<file path="config.mk">
export PLATFORM = sky130hd
export DESIGN_NAME = multicycle_ctrl
export DESIGN_NICKNAME = d
export VERILOG_FILES = /design/src/rtl/multicycle_pkg.sv /design/src/rtl/multicycle_decode.sv /design/src/rtl/multicycle_ctrl.sv
export SDC_FILE = /design/constraint.sdc
export NUM_CORES = 1
export LEC_CHECK = 0
export ABC_CLOCK_PERIOD_IN_PS = 2000
export CAP_MARGIN = 20
export CORE_MARGIN = 3
export CORE_UTILIZATION = 46
export CTS_CLUSTER_DIAMETER = 150
export DETAILED_ROUTE_END_ITERATION = 6
export HOLD_SLACK_MARGIN = 0.12
export PLACE_DENSITY_LB_ADDON = 0.25
export SETUP_SLACK_MARGIN = 0.4
export SLEW_MARGIN = 10
export SYNTH_ARGS = -nofsm -noshare
export SYNTH_HDL_FRONTEND = slang
export SYNTH_SLANG_ARGS = --single-unit
export TNS_END_PERCENT = 1
</file>
<file path="constraint.sdc">
create_clock -name clk -period 2 [get_ports clk]
set_input_delay 0.2 -clock clk [delete_from_list [all_inputs] [get_ports clk]]
set_output_delay 0.2 -clock clk [all_outputs]
set_load 0.01 [all_outputs]
</file>
<file path="src/rtl/multicycle_pkg.sv">
// -----------------------------------------------------------------------------
// multicycle_pkg
// Shared definitions for the multi-cycle control unit:
//   - state_e   : FSM state encoding (also exported on state_o)
//   - cls_e     : instruction class produced by the decoder
//   - OP_*      : RV32 major opcodes understood by the core
//   - ALU_*     : ALU function codes used by the controller itself
//   - WB_*, SRCA_*, SRCB_*, PCSEL_*, ADDR_* : datapath mux encodings
//   - branch_taken() : BEQ/BNE resolution from the ALU zero flag
// -----------------------------------------------------------------------------
package multicycle_pkg;

  typedef enum logic [2:0] {
    ST_FETCH  = 3'd0,
    ST_DECODE = 3'd1,
    ST_EXEC   = 3'd2,
    ST_MEM    = 3'd3,
    ST_WB     = 3'd4,
    ST_HALT   = 3'd5
  } state_e;

  typedef enum logic [2:0] {
    CLS_NONE   = 3'd0,
    CLS_R      = 3'd1,
    CLS_I      = 3'd2,
    CLS_LOAD   = 3'd3,
    CLS_STORE  = 3'd4,
    CLS_BRANCH = 3'd5,
    CLS_JAL    = 3'd6
  } cls_e;

  // RV32 major opcodes
  localparam logic [6:0] OP_R      = 7'b0110011;
  localparam logic [6:0] OP_I      = 7'b0010011;
  localparam logic [6:0] OP_LOAD   = 7'b0000011;
  localparam logic [6:0] OP_STORE  = 7'b0100011;
  localparam logic [6:0] OP_BRANCH = 7'b1100011;
  localparam logic [6:0] OP_JAL    = 7'b1101111;

  // Branch funct3 values supported by the core
  localparam logic [2:0] F3_BEQ = 3'b000;
  localparam logic [2:0] F3_BNE = 3'b001;
  // Shift-right funct3: the only I-type op where funct7[5] selects the function
  localparam logic [2:0] F3_SR  = 3'b101;

  // ALU function codes
  localparam logic [3:0] ALU_ADD = 4'b0000;
  localparam logic [3:0] ALU_SUB = 4'b1000;

  // Write-back source select
  localparam logic [1:0] WB_ALU = 2'd0;
  localparam logic [1:0] WB_MEM = 2'd1;
  localparam logic [1:0] WB_PC4 = 2'd2;

  // ALU operand selects
  localparam logic       SRCA_RS1  = 1'b0;
  localparam logic       SRCA_PC   = 1'b1;
  localparam logic [1:0] SRCB_RS2  = 2'd0;
  localparam logic [1:0] SRCB_IMM  = 2'd1;
  localparam logic [1:0] SRCB_FOUR = 2'd2;

  // PC source and memory address selects
  localparam logic PCSEL_PC4 = 1'b0;
  localparam logic PCSEL_ALU = 1'b1;
  localparam logic ADDR_PC   = 1'b0;
  localparam logic ADDR_ALU  = 1'b1;

  // BEQ takes on zero, BNE (funct3[0]=1) takes on non-zero
  function automatic logic branch_taken(input logic zero, input logic funct3_0);
    return zero ^ funct3_0;
  endfunction

endpackage

</file>
<file path="src/rtl/multicycle_decode.sv">
// -----------------------------------------------------------------------------
// multicycle_decode
// Purely combinational instruction classifier for the multi-cycle controller.
// Ports:
//   i_opcode  [6:0] : IR[6:0]
//   i_funct3  [2:0] : IR[14:12], used to reject unsupported branch kinds
//   o_cls           : instruction class (CLS_NONE when illegal)
//   o_illegal       : opcode (or branch funct3) not supported by the core
// -----------------------------------------------------------------------------
module multicycle_decode
  import multicycle_pkg::*;
(
  input  logic [6:0] i_opcode,
  input  logic [2:0] i_funct3,
  output cls_e       o_cls,
  output logic       o_illegal
);

  // Opcode to class lookup; anything outside the supported set is illegal
  always_comb begin
    o_cls     = CLS_NONE;
    o_illegal = 1'b0;
    case (i_opcode)
      OP_R:     o_cls = CLS_R;
      OP_I:     o_cls = CLS_I;
      OP_LOAD:  o_cls = CLS_LOAD;
      OP_STORE: o_cls = CLS_STORE;
      OP_JAL:   o_cls = CLS_JAL;
      OP_BRANCH: begin
        // Only BEQ/BNE are implemented; other compares have no datapath support
        if ((i_funct3 == F3_BEQ) || (i_funct3 == F3_BNE)) begin
          o_cls = CLS_BRANCH;
        end else begin
          o_illegal = 1'b1;
        end
      end
      default: o_illegal = 1'b1;
    endcase
  end

endmodule

</file>
<file path="src/rtl/multicycle_ctrl.sv">
// -----------------------------------------------------------------------------
// multicycle_ctrl
// Multi-cycle control FSM (FETCH, DECODE, EXEC, MEM, WB, HALT) that sequences
// the PC/register-file/ALU datapath and owns the single shared memory port.
//
// Parameters:
//   MEM_TIMEOUT : cycles to wait for mem_ready before flagging bus_err (>=2)
//   ALUOP_W     : width of alu_op
//
// Ports:
//   clk, reset                 : rising-edge clock, async active-high reset
//   opcode/funct3/funct7_5     : instruction fields from IR
//   alu_zero                   : ALU result == 0 (branch compare)
//   mem_ready                  : memory completes the current request
//   ir_we, pc_we, pc_sel       : IR load, PC update and PC source select
//   rf_we, wb_sel              : register write and write-back source
//   alu_src_a, alu_src_b       : ALU operand selects
//   alu_op                     : ALU function
//   mem_req, mem_we, mem_addr_sel : shared memory port request
//   state_o                    : current state (debug)
//   illegal, bus_err           : sticky error flags, cleared only by reset
//
// Optional feature (macro MULTICYCLE_PERF_EN):
//   adds instret[31:0] (completed fetch handshakes) and cycles[31:0]
//   (cycles outside HALT); both wrap and reset to 0.
// -----------------------------------------------------------------------------
module multicycle_ctrl
  import multicycle_pkg::*;
#(
  parameter int MEM_TIMEOUT = 16,
  parameter int ALUOP_W     = 4
) (
  input  logic               clk,
  input  logic               reset,
  input  logic [6:0]         opcode,
  input  logic [2:0]         funct3,
  input  logic               funct7_5,
  input  logic               alu_zero,
  input  logic               mem_ready,
  output logic               ir_we,
  output logic               pc_we,
  output logic               pc_sel,
  output logic               rf_we,
  output logic [1:0]         wb_sel,
  output logic               alu_src_a,
  output logic [1:0]         alu_src_b,
  output logic [ALUOP_W-1:0] alu_op,
  output logic               mem_req,
  output logic               mem_we,
  output logic               mem_addr_sel,
  output logic [2:0]         state_o,
  output logic               illegal,
  output logic               bus_err
`ifdef MULTICYCLE_PERF_EN
  ,
  output logic [31:0]        instret,
  output logic [31:0]        cycles
`endif
);

  localparam int               CNT_W    = $clog2(MEM_TIMEOUT) + 1;
  localparam logic [CNT_W-1:0] CNT_LAST = CNT_W'(MEM_TIMEOUT - 1);

  state_e             r_state;
  state_e             w_state_next;
  cls_e               r_cls;
  cls_e               w_dec_cls;
  logic               w_dec_illegal;
  logic               r_taken;
  logic [CNT_W-1:0]   r_wait_cnt;
  logic               r_illegal;
  logic               r_bus_err;

  logic               w_set_illegal;
  logic               w_set_bus_err;
  logic               w_wait_inc;

  logic               w_ir_we;
  logic               w_pc_we;
  logic               w_pc_sel;
  logic               w_rf_we;
  logic [1:0]         w_wb_sel;
  logic               w_alu_src_a;
  logic [1:0]         w_alu_src_b;
  logic [ALUOP_W-1:0] w_alu_op;
  logic               w_mem_req;
  logic               w_mem_we;
  logic               w_mem_addr_sel;

  multicycle_decode u_decode (
    .i_opcode  (opcode),
    .i_funct3  (funct3),
    .o_cls     (w_dec_cls),
    .o_illegal (w_dec_illegal)
  );

  // Next-state and datapath control decode
  always_comb begin
    w_state_next   = r_state;
    w_set_illegal  = 1'b0;
    w_set_bus_err  = 1'b0;
    w_wait_inc     = 1'b0;
    w_ir_we        = 1'b0;
    w_pc_we        = 1'b0;
    w_pc_sel       = PCSEL_PC4;
    w_rf_we        = 1'b0;
    w_wb_sel       = WB_ALU;
    w_alu_src_a    = SRCA_RS1;
    w_alu_src_b    = SRCB_RS2;
    w_alu_op       = ALUOP_W'(ALU_ADD);
    w_mem_req      = 1'b0;
    w_mem_we       = 1'b0;
    w_mem_addr_sel = ADDR_PC;
    // Reset forces every strobe low immediately, so a request in flight
    // is withdrawn without waiting for a clock edge.
    if (reset) begin
      w_state_next = ST_FETCH;
    end else begin
      case (r_state)
        ST_FETCH: begin
          w_mem_req = 1'b1;
          if (mem_ready) begin
            w_ir_we      = 1'b1;
            w_pc_we      = 1'b1;
            w_state_next = ST_DECODE;
          end else if (r_wait_cnt == CNT_LAST) begin
            w_set_bus_err = 1'b1;
            w_state_next  = ST_HALT;
          end else begin
            w_wait_inc = 1'b1;
          end
        end

        ST_DECODE: begin
          if (w_dec_illegal) begin
            w_set_illegal = 1'b1;
            w_state_next  = ST_HALT;
          end else begin
            w_state_next = ST_EXEC;
          end
        end

        ST_EXEC: begin
          case (r_cls)
            CLS_R: begin
              w_alu_src_b  = SRCB_RS2;
              w_alu_op     = ALUOP_W'({funct7_5, funct3});
              w_state_next = ST_WB;
            end
            CLS_I: begin
              // funct7[5] only distinguishes SRLI/SRAI; elsewhere it is imm bits
              w_alu_src_b  = SRCB_IMM;
              w_alu_op     = ALUOP_W'({(funct3 == F3_SR) ? funct7_5 : 1'b0, funct3});
              w_state_next = ST_WB;
            end
            CLS_LOAD, CLS_STORE: begin
              w_alu_src_b  = SRCB_IMM;
              w_alu_op     = ALUOP_W'(ALU_ADD);
              w_state_next = ST_MEM;
            end
            CLS_BRANCH: begin
              w_alu_src_a  = SRCA_RS1;
              w_alu_src_b  = SRCB_RS2;
              w_alu_op     = ALUOP_W'(ALU_SUB);
              w_state_next = ST_WB;
            end
            CLS_JAL: begin
              w_alu_src_a  = SRCA_PC;
              w_alu_src_b  = SRCB_IMM;
              w_alu_op     = ALUOP_W'(ALU_ADD);
              w_state_next = ST_WB;
            end
            default: begin
              w_set_illegal = 1'b1;
              w_state_next  = ST_HALT;
            end
          endcase
        end

        ST_MEM: begin
          w_mem_req      = 1'b1;
          w_mem_addr_sel = ADDR_ALU;
          w_mem_we       = (r_cls == CLS_STORE);
          if (mem_ready) begin
            w_state_next = (r_cls == CLS_STORE) ? ST_FETCH : ST_WB;
          end else if (r_wait_cnt == CNT_LAST) begin
            w_set_bus_err = 1'b1;
            w_state_next  = ST_HALT;
          end else begin
            w_wait_inc = 1'b1;
          end
        end

        ST_WB: begin
          w_state_next = ST_FETCH;
          case (r_cls)
            CLS_R, CLS_I: begin
              w_rf_we  = 1'b1;
              w_wb_sel = WB_ALU;
            end
            CLS_LOAD: begin
              w_rf_we  = 1'b1;
              w_wb_sel = WB_MEM;
            end
            CLS_JAL: begin
              // Keep the ALU on PC+imm so the jump target is still presented
              w_rf_we     = 1'b1;
              w_wb_sel    = WB_PC4;
              w_pc_we     = 1'b1;
              w_pc_sel    = PCSEL_ALU;
              w_alu_src_a = SRCA_PC;
              w_alu_src_b = SRCB_IMM;
              w_alu_op    = ALUOP_W'(ALU_ADD);
            end
            CLS_BRANCH: begin
              // Target = oldpc + imm, computed here after the compare in EXEC
              w_pc_we     = r_taken;
              w_pc_sel    = r_taken ? PCSEL_ALU : PCSEL_PC4;
              w_alu_src_a = r_taken ? SRCA_PC : SRCA_RS1;
              w_alu_src_b = r_taken ? SRCB_IMM : SRCB_RS2;
              w_alu_op    = ALUOP_W'(ALU_ADD);
            end
            default: begin
              w_set_illegal = 1'b1;
              w_state_next  = ST_HALT;
            end
          endcase
        end

        ST_HALT: begin
          w_state_next = ST_HALT;
        end

        // Unused encodings are treated as a fault and parked in HALT
        default: begin
          w_state_next = ST_HALT;
        end
      endcase
    end
  end

  // State register
  always_ff @(posedge clk or posedge reset) begin
    if (reset) begin
      r_state <= ST_FETCH;
    end else begin
      r_state <= w_state_next;
    end
  end

  // Memory wait counter: cleared whenever a state is (re)entered
  always_ff @(posedge clk or posedge reset) begin
    if (reset) begin
      r_wait_cnt <= '0;
    end else if (w_state_next != r_state) begin
      r_wait_cnt <= '0;
    end else if (w_wait_inc) begin
      r_wait_cnt <= r_wait_cnt + CNT_W'(1);
    end else begin
      r_wait_cnt <= r_wait_cnt;
    end
  end

  // Instruction class captured in DECODE for use in later states
  always_ff @(posedge clk or posedge reset) begin
    if (reset) begin
      r_cls <= CLS_NONE;
    end else if (r_state == ST_DECODE) begin
      r_cls <= w_dec_cls;
    end else begin
      r_cls <= r_cls;
    end
  end

  // Branch outcome sampled while the ALU compares rs1-rs2 in EXEC
  always_ff @(posedge clk or posedge reset) begin
    if (reset) begin
      r_taken <= 1'b0;
    end else if (r_state == ST_EXEC) begin
      r_taken <= branch_taken(alu_zero, funct3[0]);
    end else begin
      r_taken <= r_taken;
    end
  end

  // Sticky error flags
  always_ff @(posedge clk or posedge reset) begin
    if (reset) begin
      r_illegal <= 1'b0;
      r_bus_err <= 1'b0;
    end else begin
      r_illegal <= r_illegal | w_set_illegal;
      r_bus_err <= r_bus_err | w_set_bus_err;
    end
  end

`ifdef MULTICYCLE_PERF_EN
  logic [31:0] r_instret;
  logic [31:0] r_cycles;

  // Performance counters: fetch handshakes and non-halted cycles
  always_ff @(posedge clk or posedge reset) begin
    if (reset) begin
      r_instret <= 32'd0;
      r_cycles  <= 32'd0;
    end else begin
      r_instret <= ((r_state == ST_FETCH) && mem_ready) ? (r_instret + 32'd1) : r_instret;
      r_cycles  <= (r_state != ST_HALT) ? (r_cycles + 32'd1) : r_cycles;
    end
  end

  assign instret = r_instret;
  assign cycles  = r_cycles;
`endif

  assign ir_we        = w_ir_we;
  assign pc_we        = w_pc_we;
  assign pc_sel       = w_pc_sel;
  assign rf_we        = w_rf_we;
  assign wb_sel       = w_wb_sel;
  assign alu_src_a    = w_alu_src_a;
  assign alu_src_b    = w_alu_src_b;
  assign alu_op       = w_alu_op;
  assign mem_req      = w_mem_req;
  assign mem_we       = w_mem_we;
  assign mem_addr_sel = w_mem_addr_sel;
  assign state_o      = r_state;
  assign illegal      = r_illegal;
  assign bus_err      = r_bus_err;

endmodule
</file>
==> results <==
-- layout by cell type (no fill, tap or decap), types with 3 or more instances in the layout --
cell	n
xor2_1	3
clkdlybuf4s50_1	19
nor3_1	8
mux2i_1	3
dlygate4sd2_1	8
dfrtp_1	9
nor3_2	3
o21ai_0	8
and3_1	4
nand3_1	8
nand2_1	10
buf_2	6
nor2_1	13
buf_4	33
dfrtp_2	5
a31oi_1	3
nor2b_1	3
a21oi_1	7
inv_1	4
nor2_4	3
clkbuf_4	3
-- critical path, cell delays in order (launching register included) --
cell and delay [ps]:
dfrtp_2 460, buf_6 150, xnor2_4 220, nor3_4 70
buf_4 130, buf_4 120, and2_1 150, buf_2 140
-- synthesized netlist by cell type, drive strengths merged, types with 2 or more instances --
library cell and number:
and3 5, and2 3, buf 5, xor2 3, a31oi 3, clkbuf 2
ha 2, inv 5, nor2b 4, nand2 11, mux2i 3, a21oi 9
nor2 16, o21ai 10, nand2b 2, nand3 8, nor3 12, nand4b 2
dfrtp 14, xnor2 3
-- final cells by class --
class | instances | area, µm²
multi-input combinational | 118 | 854.6
timing repair buffer | 69 | 570.5
fill | 144 | 421.7
sequential | 14 | 356.6
clock buffer | 4 | 36.28
tap | 28 | 35.03
inverter | 6 | 22.52
-- layer usage --
layer | vias to the layer above | share of wire | global-route usage
li1 | 663 | - | -
met1 | 684 | 0.38 | 0.3076
met2 | 83 | 0.52 | 0.4307
met3 | 16 | 0.068 | 0.04176
met4 | 0 | 0.039 | 0.08814
met5 | - | 0 | 0
-- report_power, final --
part	switching [mW]	internal, mW	leakage [nW]	total [mW]
Clock	0.117	0.111	0.0210	0.228
Combinational	0.219	0.198	0.630	0.417
Sequential	0.0307	0.307	0.175	0.338
Total	0.366	0.616	0.826	0.983
-- cell families after synthesis --
group / Yosys count / share of synthesized area
AO/OA/AOI/OAI: 34 / 0.2033
XOR/XNOR: 6 / 0.04566
adder cells (fa/ha/maj): 2 / 0.02174
buffers and inverters: 13 / 0.05543
flip-flops: 14 / 0.3044
multiplexers: 4 / 0.03587
other: 1 / 0.003258
AND/OR/NAND/NOR: 71 / 0.3304
-- what timing repair did --
item | in CTS | in global routing
pin swaps | 4 | 2
gates resized for setup | 51 | 6
hold endpoints to repair | 0 | 0
buffers inserted | 10 | 3
endpoints found under the setup margin | 23 | 27
-- registers in the layout, summed over array words and instances, names as in the netlist --
register	count
r_wait_cnt	5
r_cls	3
state_o	3
bus_err	1
illegal	1
r_taken	1
-- metrics by stage --
stage / instance area, µm² / utilization
floorplan: 1185 / -
global placement: 1684 / 0.7331
detailed placement: 1684 / 0.7331
CTS: 1815 / 0.7903
global route: 1876 / 0.8164
finish: 1876 / 0.8164
-- path summary, 6_finish.rpt --
| check | start | to | slack, ps |
|---|---|---|---|
| worst max-delay path | r_cls[0]$_DFFE_PP0N_ | alu_op[0] | 70 |
| worst min-delay path | reset | r_taken$_DFFE_PP0P_ | 320 |
| worst max register to register | r_wait_cnt[0]$_DFFE_PP0P_ | r_wait_cnt[3]$_DFFE_PP0P_ | 100 |
| worst min register to register | illegal$_DFF_PP0_ | illegal$_DFF_PP0_ | 470 |
| max in group asynchronous | reset | illegal$_DFF_PP0_ | 1480 |
| min in group clk | illegal$_DFF_PP0_ | illegal$_DFF_PP0_ | 470 |
==> results.py <==
metrics = {
    "final_layout": {
        "fin_nets": 229,
        "finalNonFillerCells": 239,
        "drive_above_1_share": 0.3555,
        "area_growth_pct": 62.93,
        "antenna_cells": 0,
    },
    "power": {
        "ir_worst_vdd_mv": 0.3566,
        "total_power_mw": 0.9827,
        "p_leak_nw": 0.8261,
        "power.density_nw_per_um2": 523.9,
    },
    "yosys": {
        "synth-async-reset-ratio": 1.000,
        "ys.flop_type": "dfrtp_1",
        "synth-edff-count": 0,
        "syn_avg_cell_area_um2": 7.939,
        "syn_area_um2": 1151,
        "synth_top_area_cell": "dfrtp_1",
        "yosysTopAreaCellShare": 0.3043,
        "synth_seq_cells": 14,
        "synth_fp_nets": 162,
        "ys_warn_count": 0,
        "yosysUniqueCellTypes": 49,
        "postSynthCellCount": 145,
        "synth.area.top_cells": "dfrtp_1 30%, nor3_1 5.2%, nor2_1 5.2%",
        "synth-seq-area-share": 0.3043,
    },
    "clock_tree": {
        "clock_path_buffers": 2,
        "clock-sinks": 14,
        "cts_hold_buffers": 0,
        "cts_tree": "yes",
        "root_buffer": "clkbuf_4",
        "clock_latency_ps": 310,
        "path_clk_slew_ps": 90,
        "cts.htree.levels": 1,
        "cts_buffers": 3,
    },
    "grt": {
        "grt_use_total": 0.2486,
        "grt_max_degree": 14,
        "grt_pass1_wl_um": 6313,
        "grt_pass1_vias": 1387,
        "antenna_found_initial": 0,
        "grt_overflow_total": 0,
    },
    "die": {
        "coreArea_um2": 2297,
        "ios": 36,
        "die_w_um": 56.03,
        "die_area_um2": 3139,
        "start_util": 0.5011,
        "die_y_um": 56.03,
        "row_count": 17,
    },
    "sta": {
        "timing.final.crit_share": 0.9638,
        "tns_ps": 0,
        "clock.fmax_mhz": 518.8,
        "hold_violations": 0,
        "rsz0062_at_grt": "yes",
        "worst_slew_pin_slew_ps": 511.4,
        "period_needed_ps": 1928,
        "relSlewSlack": 0.6546,
        "hold_ws_ps": 324.4,
        "fin_ws_ps": 72.40,
        "setup_viol": 0,
        "slew_violations": 0,
        "skew_ps": 13.86,
    },
    "setup_path": {
        "required_ps": 1800,
        "path_max_fanout": 5,
        "reg2reg_depth": 8,
        "cp-end-kind": "primary output",
        "crit_path_start_kind": "flip-flop",
        "critical_path_class": "reg -> out",
        "crit_arrival_ps": 1730,
    },
    "worst_hold_path": {
        "hp-class": "in -> async",
    },
    "placed_design": {
        "place_ws_ps": -20.95,
        "dpl.cell_count": 222,
        "port_buffers": 34,
        "detailed_place_hpwl_um": 2636,
        "gp_congestion": 0.9299,
    },
    "detailed_routing": {
        "avgViaCountPerCell": 6.050,
        "drc": 0,
        "first_pass_iters": 4,
        "drtIter0Drc": 56,
        "wl_um": 4178,
        "vias": 1446,
        "drtAntennaViolNets": 0,
        "wire_per_inst_um": 17.48,
    },
    "outcome": {
        "status": "completed",
    },
    "flow_run": {
        "maxCapViolations": 0,
    },
}
Note: power is estimated with default switching activity, not from simulation.
